$ cat src/rtl/imem_program_loader_if.sv
// rtl/imem_program_loader_if.sv - byte-stream input and IMEM write port bundle for the program loader
//
// Purpose:
//   Groups the loader's byte-stream handshake and its instruction-memory
//   write port so the top level can hand one bundle to the loader.
//
// Signals:
//   in_valid    1   byte-stream valid (source -> loader)
//   in_data     8   byte-stream payload (source -> loader)
//   in_ready    1   loader can accept a byte this cycle (loader -> source)
//   imem_we     1   instruction-memory write strobe (loader -> IMEM mux)
//   imem_addr   32  word-aligned byte address of the write (loader -> IMEM mux)
//   imem_wdata  32  instruction word to write (loader -> IMEM mux)
//
// Modports:
//   master  loader side: consumes the stream, drives the IMEM write port
//   slave   environment side: produces the stream, observes the writes

interface imem_program_loader_if;
    logic        in_valid;
    logic [7:0]  in_data;
    logic        in_ready;
    logic        imem_we;
    logic [31:0] imem_addr;
    logic [31:0] imem_wdata;

    modport master (
        input  in_valid,
        input  in_data,
        output in_ready,
        output imem_we,
        output imem_addr,
        output imem_wdata
    );

    modport slave (
        output in_valid,
        output in_data,
        input  in_ready,
        input  imem_we,
        input  imem_addr,
        input  imem_wdata
    );
endinterface

$ cat src/rtl/imem_program_loader.sv
// rtl/imem_program_loader.sv - loads a byte-streamed program into instruction memory while holding the core
//
// Purpose:
//   Receives a 2-byte big-endian word count N followed by N big-endian
//   32-bit MIPS words, writes each word into instruction memory at
//   BASE_ADDR + 4*k, and holds the core (cpu_hold) for the whole load.
//
// Optional feature (macro LOADER_CHECKSUM_EN):
//   When defined, a running XOR of every data byte is kept and one extra
//   checksum byte is accepted after the last word; a mismatch sets err.
//   When undefined, the checksum state and register are not built.
//
// Parameters:
//   BASE_ADDR   byte address of the first written word (word-aligned)
//   MAX_WORDS   largest accepted word count; larger headers are rejected
//
// Ports:
//   clk            in   1   system clock, rising edge
//   reset          in   1   synchronous, active-high reset
//   start          in   1   one-cycle load request, honoured only in IDLE
//   bus            if       byte stream in, IMEM write port out (master)
//   cpu_hold       out  1   freeze request to the core during a load
//   busy           out  1   high whenever the loader is not idle
//   done           out  1   one-cycle pulse at the end of a load
//   err            out  1   sticky error, cleared by the next accepted start
//   words_loaded   out  16  words written in the current or last load

module imem_program_loader #(
    parameter logic [31:0] BASE_ADDR = 32'h0000_0000,
    parameter int          MAX_WORDS = 256
) (
    input  logic                   clk,
    input  logic                   reset,
    input  logic                   start,
    imem_program_loader_if.master  bus,
    output logic                   cpu_hold,
    output logic                   busy,
    output logic                   done,
    output logic                   err,
    output logic [15:0]            words_loaded
);

    localparam logic [16:0] MAX_W = 17'(MAX_WORDS);

    // S_FLUSH covers the cycle in which the final write strobe is on the
    // bus, so cpu_hold only drops once that write has landed.
    typedef enum logic [2:0] {
        S_IDLE,
        S_HDR,
        S_DATA,
`ifdef LOADER_CHECKSUM_EN
        S_CHK,
`endif
        S_FLUSH,
        S_DONE
    } state_t;

    state_t      state_q, state_d;
    logic [1:0]  byte_idx_q, byte_idx_d;
    logic [15:0] count_q, count_d;
    logic [15:0] word_idx_q, word_idx_d;
    logic [23:0] shift_q, shift_d;
`ifdef LOADER_CHECKSUM_EN
    logic [7:0]  csum_q, csum_d;
`endif

    logic        we_q, we_d;
    logic [31:0] addr_q, addr_d;
    logic [31:0] wdata_q, wdata_d;
    logic        hold_q, hold_d;
    logic        busy_q, busy_d;
    logic        done_q, done_d;
    logic        err_q, err_d;
    logic [15:0] words_q, words_d;

    logic        in_ready;
    logic        xfer;
    logic [15:0] hdr_count;

    // Ready is a pure function of state so a presented byte is never dropped.
    always_comb begin
        in_ready = 1'b0;
        case (state_q)
            S_HDR:   in_ready = 1'b1;
            S_DATA:  in_ready = 1'b1;
`ifdef LOADER_CHECKSUM_EN
            S_CHK:   in_ready = 1'b1;
`endif
            default: in_ready = 1'b0;
        endcase
    end

    assign xfer      = bus.in_valid && in_ready;
    assign hdr_count = {count_q[15:8], bus.in_data};

    always_ff @(posedge clk) begin
        if (reset) begin
            state_q    <= S_IDLE;
            byte_idx_q <= 2'd0;
            count_q    <= 16'd0;
            word_idx_q <= 16'd0;
            shift_q    <= 24'd0;
`ifdef LOADER_CHECKSUM_EN
            csum_q     <= 8'd0;
`endif
            we_q       <= 1'b0;
            addr_q     <= 32'd0;
            wdata_q    <= 32'd0;
            hold_q     <= 1'b0;
            busy_q     <= 1'b0;
            done_q     <= 1'b0;
            err_q      <= 1'b0;
            words_q    <= 16'd0;
        end else begin
            state_q    <= state_d;
            byte_idx_q <= byte_idx_d;
            count_q    <= count_d;
            word_idx_q <= word_idx_d;
            shift_q    <= shift_d;
`ifdef LOADER_CHECKSUM_EN
            csum_q     <= csum_d;
`endif
            we_q       <= we_d;
            addr_q     <= addr_d;
            wdata_q    <= wdata_d;
            hold_q     <= hold_d;
            busy_q     <= busy_d;
            done_q     <= done_d;
            err_q      <= err_d;
            words_q    <= words_d;
        end
    end

    always_comb begin
        state_d    = state_q;
        byte_idx_d = byte_idx_q;
        count_d    = count_q;
        word_idx_d = word_idx_q;
        shift_d    = shift_q;
`ifdef LOADER_CHECKSUM_EN
        csum_d     = csum_q;
`endif
        we_d       = 1'b0;
        addr_d     = addr_q;
        wdata_d    = wdata_q;
        err_d      = err_q;
        words_d    = words_q;

        case (state_q)
            S_IDLE: begin
                if (start) begin
                    state_d    = S_HDR;
                    byte_idx_d = 2'd0;
                    word_idx_d = 16'd0;
                    err_d      = 1'b0;
                    words_d    = 16'd0;
`ifdef LOADER_CHECKSUM_EN
                    csum_d     = 8'd0;
`endif
                end
            end

            S_HDR: begin
                if (xfer) begin
                    if (byte_idx_q == 2'd0) begin
                        count_d[15:8] = bus.in_data;
                        byte_idx_d    = 2'd1;
                    end else begin
                        count_d    = hdr_count;
                        byte_idx_d = 2'd0;
                        if (hdr_count == 16'd0 || {1'b0, hdr_count} > MAX_W) begin
                            err_d   = 1'b1;
                            state_d = S_DONE;
                        end else begin
                            state_d = S_DATA;
                        end
                    end
                end
            end

            S_DATA: begin
                if (xfer) begin
`ifdef LOADER_CHECKSUM_EN
                    csum_d = csum_q ^ bus.in_data;
`endif
                    if (byte_idx_q == 2'd3) begin
                        we_d       = 1'b1;
                        wdata_d    = {shift_q, bus.in_data};
                        addr_d     = BASE_ADDR + {14'd0, word_idx_q, 2'b00};
                        words_d    = words_q + 16'd1;
                        word_idx_d = word_idx_q + 16'd1;
                        byte_idx_d = 2'd0;
                        if (word_idx_q == count_q - 16'd1) begin
`ifdef LOADER_CHECKSUM_EN
                            state_d = S_CHK;
`else
                            state_d = S_FLUSH;
`endif
                        end
                    end else begin
                        shift_d    = {shift_q[15:0], bus.in_data};
                        byte_idx_d = byte_idx_q + 2'd1;
                    end
                end
            end

`ifdef LOADER_CHECKSUM_EN
            // The last write has already been issued; a bad checksum only flags the load.
            S_CHK: begin
                if (xfer) begin
                    if (bus.in_data != csum_q) begin
                        err_d = 1'b1;
                    end
                    state_d = S_DONE;
                end
            end
`endif

            S_FLUSH: begin
                state_d = S_DONE;
            end

            S_DONE: begin
                state_d = S_IDLE;
            end

            default: begin
                state_d = S_IDLE;
            end
        endcase

        // Status outputs are registered from the state being entered.
        hold_d = (state_d != S_IDLE) && (state_d != S_DONE);
        busy_d = (state_d != S_IDLE);
        done_d = (state_d == S_DONE);
    end

    assign bus.in_ready   = in_ready;
    assign bus.imem_we    = we_q;
    assign bus.imem_addr  = addr_q;
    assign bus.imem_wdata = wdata_q;
    assign cpu_hold       = hold_q;
    assign busy           = busy_q;
    assign done           = done_q;
    assign err            = err_q;
    assign words_loaded   = words_q;

endmodule

$ cat src/flat_wrapper.sv
// flat-port wrapper written by rule: the top's interface ports become plain ports
module imem_program_loader_flat 
#(
    parameter logic [31:0] BASE_ADDR = 32'h0000_0000,
    parameter int          MAX_WORDS = 256
)
  (clk, reset, start, cpu_hold, busy, done, err, words_loaded, bus_in_valid, bus_in_data, bus_in_ready, bus_imem_we, bus_imem_addr, bus_imem_wdata);
  imem_program_loader_if bus_i ();
  input  logic clk;
  input  logic reset;
  input  logic start;
  output logic cpu_hold;
  output logic busy;
  output logic done;
  output logic err;
  output logic [15:0] words_loaded;
  input wire logic [$bits(bus_i.in_valid)-1:0] bus_in_valid;
  input wire logic [$bits(bus_i.in_data)-1:0] bus_in_data;
  output wire logic [$bits(bus_i.in_ready)-1:0] bus_in_ready;
  output wire logic [$bits(bus_i.imem_we)-1:0] bus_imem_we;
  output wire logic [$bits(bus_i.imem_addr)-1:0] bus_imem_addr;
  output wire logic [$bits(bus_i.imem_wdata)-1:0] bus_imem_wdata;
  assign bus_i.in_valid = bus_in_valid;
  assign bus_i.in_data = bus_in_data;
  assign bus_in_ready = bus_i.in_ready;
  assign bus_imem_we = bus_i.imem_we;
  assign bus_imem_addr = bus_i.imem_addr;
  assign bus_imem_wdata = bus_i.imem_wdata;
  imem_program_loader #(.BASE_ADDR(BASE_ADDR), .MAX_WORDS(MAX_WORDS)) u_core (.clk(clk), .reset(reset), .start(start), .bus(bus_i), .cpu_hold(cpu_hold), .busy(busy), .done(done), .err(err), .words_loaded(words_loaded));
endmodule
$ cat config.mk
export PLATFORM = sky130hd
export DESIGN_NAME = imem_program_loader_flat
export DESIGN_NICKNAME = d
export VERILOG_FILES = /design/src/rtl/imem_program_loader_if.sv /design/src/rtl/imem_program_loader.sv /design/src/flat_wrapper.sv
export SDC_FILE = /design/constraint.sdc
export NUM_CORES = 1
export LEC_CHECK = 0
export CAP_MARGIN = 20
export CORE_MARGIN = 2
export CORE_UTILIZATION = 48
export CTS_CLUSTER_SIZE = 20
export DETAILED_ROUTE_END_ITERATION = 8
export PLACE_DENSITY = 0.78
export SLEW_MARGIN = 10
export SYNTH_ARGS = -nofsm -noshare
export SYNTH_HDL_FRONTEND = slang
export SYNTH_SLANG_ARGS = --single-unit
$ cat constraint.sdc
create_clock -name clk -period 2.4 [get_ports clk]
set_input_delay 0.48 -clock clk [delete_from_list [all_inputs] [get_ports clk]]
set_output_delay 0.48 -clock clk [all_outputs]
set_load 0.005 [all_outputs]
== Word-level counts from Yosys, hierarchy flattened ==
Index checks and enable logic that the tools add are counted.

* Flip-flop bits (word level): 130
* Logic and storage cells: 83

* Bitwise logic cells: 4
* Muxes and demuxes: 28
* Equal/unequal tests: 13
* Reduce and logical (&&, ||, !) cells: 19
* Add/subtract/negate cells: 4
* Order comparisons: 1

{| class="wikitable"
|+ Operators with widths
! operator !! count
|-
| 2-to-1 mux 16 bit || 5
|-
| case mux 16 bit (2 select lines) || 2
|-
| adder 16 x 1 -> 16 bit (second input constant) || 2
|-
| 2-to-1 mux 3 bit || 7
|-
| == test 16 bit || 1
|-
| > comparator 16 x 9 -> 1 bit (second input constant) || 1
|-
| zero test 16 bit || 1
|-
| subtractor 16 x 1 -> 16 bit (second input constant) || 1
|-
| case mux 3 bit (4 select lines) || 1
|-
| AND reduction 3 bit || 4
|-
| 2-to-1 mux 2 bit || 4
|-
| inequality test 2 x 1 -> 1 bit (second input constant) || 4
|-
| AND reduction 4 bit || 2
|-
| 2-to-1 mux 1 bit || 7
|-
| == test 3 x 2 -> 1 bit (second input constant) || 2
|-
| case mux 2 bit (3 select lines) || 1
|-
| nonzero test 3 bit || 2
|-
| AND reduction 5 bit || 1
|-
| inequality test 2 bit (second input constant) || 2
|-
| inverter 1 bit || 4
|-
| nonzero test 2 bit || 2
|-
| == test 3 x 1 -> 1 bit (second input constant) || 1
|-
| == test 3 bit (second input constant) || 1
|-
| zero test 3 bit || 1
|-
| other kinds (9) || 10
|}

== Longest topological paths before layout ==
* Word-level depth: 8
* Mapped depth: 9
* Gate-level depth less buffers: 8

== Worst setup path before layout ==
No wires, ideal clock.

* Path kind: register to register
* From: register u_core.count_q[0]
* To: register u_core.state_q[0]
* Required time: 2313 ps
* Buffers on the path: 0
* Arrival time: 2146 ps
* Period minus slack after synthesis: 2233 ps
* Path slack: 167 ps
* Cell stages (with the launch flop): 9
* Path through: dfxtp_1 > inv_1 > ha_1 > or4b_1 > or4_1 > xnor2_1 > o221ai_1 > a21oi_1 > o31ai_1

* Cells in the longest elaborated chain, start to end: 6

{| class="wikitable"
|+ RTL lines
! item !! RTL line !! text
|-
| start: declaration || imem_program_loader.sv:60 || <nowiki>logic [15:0] count_q, count_d;</nowiki>
|-
| start signal: assignment || imem_program_loader.sv:117 || <nowiki>count_q <= count_d;</nowiki>
|-
| subtractor 16 x 1 -> 16 bit || imem_program_loader.sv:193 || <nowiki>if (word_idx_q == count_q - 16'd1) begin</nowiki>
|-
| == test 16 bit || imem_program_loader.sv:193 ||
|-
| 2-to-1 mux 3 bit || imem_program_loader.sv:193 ||
|-
| 2-to-1 mux 3 bit || imem_program_loader.sv:186 || <nowiki>if (byte_idx_q == 2'd3) begin</nowiki>
|-
| 2-to-1 mux 3 bit || imem_program_loader.sv:182 || <nowiki>if (xfer) begin</nowiki>
|-
| case mux 3 bit (4 select lines) || imem_program_loader.sv:149 || <nowiki>case (state_q)</nowiki>
|-
| end signal: assignment || imem_program_loader.sv:115 || <nowiki>state_q <= state_d;</nowiki>
|-
| end: declaration || imem_program_loader.sv:58 || <nowiki>state_t state_q, state_d;</nowiki>
|}

Every way passes these cells.
A chain may end at the register's enable or synchronous reset.

== Worst setup path in the final report ==
* From: register u_core.count_q[1]
* To: register u_core.state_q[0]

Same word-level chain as after synthesis.

==> flow_summary.ini <==
[cts]
htree_levels = 4
clock-sinks = 130
clkSlewWorstSetupHoldPaths_ps = 60
cts_max_path_buffers = 2
cts_tree = yes
cts-root-buf = clkbuf_16
cts_hold_buf = 0
tritoncts.num_buffers = 17
insertion_delay_ps = 410

[status]
status = complete, no violations

[critical_path]
worstPathArrival_ps = 2620
required_ps = 2720
rr_worst_depth = 8
end_kind = flop
crit_path_start_kind = flop
path_class = reg2reg
cp-endpoint = u_core.state_q[0]$_SDFF_PP0_
path_max_fanout = 4
rrSetupSlack_ps = 110
startpoint = u_core.count_q[1]$_SDFFE_PP0P_
regToRegEndpoint = u_core.state_q[0]$_SDFF_PP0_
r2r_start = u_core.count_q[1]$_SDFFE_PP0P_

[global_routing]
use_met3_pct = 5.06
grt.total_usage_pct = 21.2
use_met1_pct = 27.3
busiest_layer = met2
grt_overflow = 0
antenna_found_initial = 0
grt_pass1_vias = 4732
grt_pass1_wl_mm = 21.8
grt_max_degree = 72
use_met2_pct = 35.2

[finish]
drive_gt1_share_pct = 10.6
syn2layout_area_growth_pct = 28.9
num_antenna_cells = 0
post-route-util_pct = 63.1
nFillCells = 990
layout.nets = 786

[synthesis]
postSynthCellCount = 675
syn_area_sq_mm = 0.00557
synth_seq_cells = 130
yosys_warnings = 0
synth_area_per_cell_sq_um = 8.25
synth-edff-count = 0
synthArstFlopShare_pct = 0
ys.flop_type = dfxtp_1
synth_cell_types = 56
synth_seq_area_share_pct = 46.7

[detailed_routing]
vias = 4854
drc = 0
ant_nets = 0
first_iter_violations = 347
drt-vias-per-instance = 5.25
wl_per_cell_microns = 14.2
dr.pass1.iters = 4
routed_wl_mm = 13.1

[floorplanning]
die_h_microns = 112
io_pins = 98
initial_core_util_pct = 49.0
core-area_sq_mm = 0.0114
dieWidth_microns = 112
rows = 39
die-area_sq_mm = 0.0125

[timing]
setup_violations = 0
hold_viol_final = 0
max_freq_ghz = 0.436
fin_skew_ps = 7.95
slew-limit-headroom_pct = 54.5
grt_setup_unrepaired = false
worst_slack_ps = 109
maxSlewViolCount = 0
period_share_pct = 95.5
worst_slew_pin_slew_ps = 683
finalCriticalPeriod_ps = 2290
whs_ps = 334

[placed_design]
dp_hpwl_mm = 9.20
dpl_worst_slack_ps = -201
place_congestion = 0.853
io_buffers = 81

[power_and_ir_drop]
p_leak_nw = 2.67
peakVddDrop_uv = 392
powerDensity_mw_per_mm2 = 696
finalPower_w = 0.00500

[min_path]
min_path_type = in2reg

[run]
maxCapViolCount = 0
[layout make-up]
type	count	area, sq um	share of cell area (%)
sequential	130	2600	36.2
timing repair buffer	115	1070	15.0
tap	143	179	2.49
multi-input combinational	496	2710	37.7
clock inverter	14	155	2.16
inverter	9	33.8	0.471
clock buffer	18	429	5.98
[synth_stat cells (4+ instances only)]
cell type | count | area share [%]
mux2i_1 | 19 | 3.4
inv_1 | 9 | 0.61
nor3_1 | 10 | 0.90
nand3_1 | 16 | 1.4
clkbuf_1 | 33 | 2.2
xnor2_1 | 21 | 3.3
and3_1 | 10 | 1.1
buf_6 | 4 | 0.81
ha_1 | 5 | 1.1
a21oi_1 | 80 | 7.2
dfxtp_1 | 130 | 47
nor2_1 | 61 | 4.1
buf_4 | 16 | 2.2
nand2_1 | 162 | 11
o2111ai_1 | 4 | 0.63
nand4_1 | 8 | 0.90
or3_1 | 4 | 0.45
o21ai_0 | 6 | 0.54
xor2_1 | 24 | 3.8
[cell usage in the layout (no fill, tap or decap), drive strengths merged, types with 10 or more instances in the layout]
cell type	count
nand3	16
nand2	163
conb	16
nor2	61
nor3	10
dfxtp	130
a21oi	80
mux2i	19
clkbuf	18
xnor2	21
inv	14
clkdlybuf4s50	80
and3	10
buf	35
xor2	24
[report_power, final]
group          internal, W  switching, W
Sequential         0.00217     0.0000188
Combinational     0.000126      0.000148
Clock              0.00155      0.000988
Total              0.00385       0.00115
[worst min path at each step]
stage / slack (ps) / end / from / cells past startpoint
floorplan: 430 / u_core.bus.imem_wdata[24]$_SDFFE_PP0P_ / u_core.shift_q[16]$_SDFFE_PP0P_ / 2
global placement: 440 / u_core.bus.imem_addr[17]$_SDFFE_PP0P_ / u_core.bus.imem_addr[17]$_SDFFE_PP0P_ / 2
detailed placement: 450 / u_core.bus.imem_wdata[28]$_SDFFE_PP0P_ / u_core.shift_q[20]$_SDFFE_PP0P_ / 2
CTS: 320 / u_core.count_q[0]$_SDFFE_PP0P_ / reset / 2
global route: 330 / u_core.count_q[0]$_SDFFE_PP0P_ / reset / 2
finish: 330 / u_core.count_q[2]$_SDFFE_PP0P_ / reset / 2
[sequential cells by signal, indices dropped and copies added (netlist names), 2 cells and up]
register / count
u_core.shift_q: 24
u_core.bus.imem_addr: 16
u_core.word_idx_q: 16
u_core.words_loaded: 16
u_core.bus.imem_wdata: 32
u_core.count_q: 16
u_core.byte_idx_q: 2
u_core.state_q: 3
[cell families (layout without fill, tap and decap cells)]
family          Yosys count  after routing  share of synthesized area, %
simple gates            303            303                          24.5
flops                   130            130                          46.7
compound gates          108            108                          11.0
buf+inv                  64            156                          6.11
xor+xnor                 45             45                          7.08
mux                      19             19                          3.41
fa+ha+maj                 5              5                          1.12
other cells               1             16                        0.0673
[metal layers]
| metal | wire length, microns | vias to the layer above | part of all wire (%) |
|---|---|---|---|
| li1 | - | 2412 | - |
| met1 | 6100 | 2311 | 46 |
| met2 | 6270 | 116 | 48 |
| met3 | 589 | 15 | 4.5 |
| met4 | 161 | 0 | 1.2 |
| met5 | 0 | - | 0 |
[metrics by stage]
stage	instance area, sq um	instances	TNS, ps
after global routing	7180	925	0
after floorplan	5630	690	0
after global placement	6580	893	-150
final	7180	925	0
after detailed placement	6580	893	-201
after CTS	7160	925	0
[critical path, stage by stage, from the launching register on]
cell and delay (ps):
dfxtp_1 370, inv_1 100, ha_1 160, or4b_4 480
or4_4 460, xnor2_1 140, o221ai_1 190, a21oi_1 110
o31ai_1 190
[what timing repair did]
action	CTS	global route
setup endpoints to repair	0	1
setup buffers	0	0
resized for setup	0	3
No activity file was read; power rests on OpenSTA's default activity.
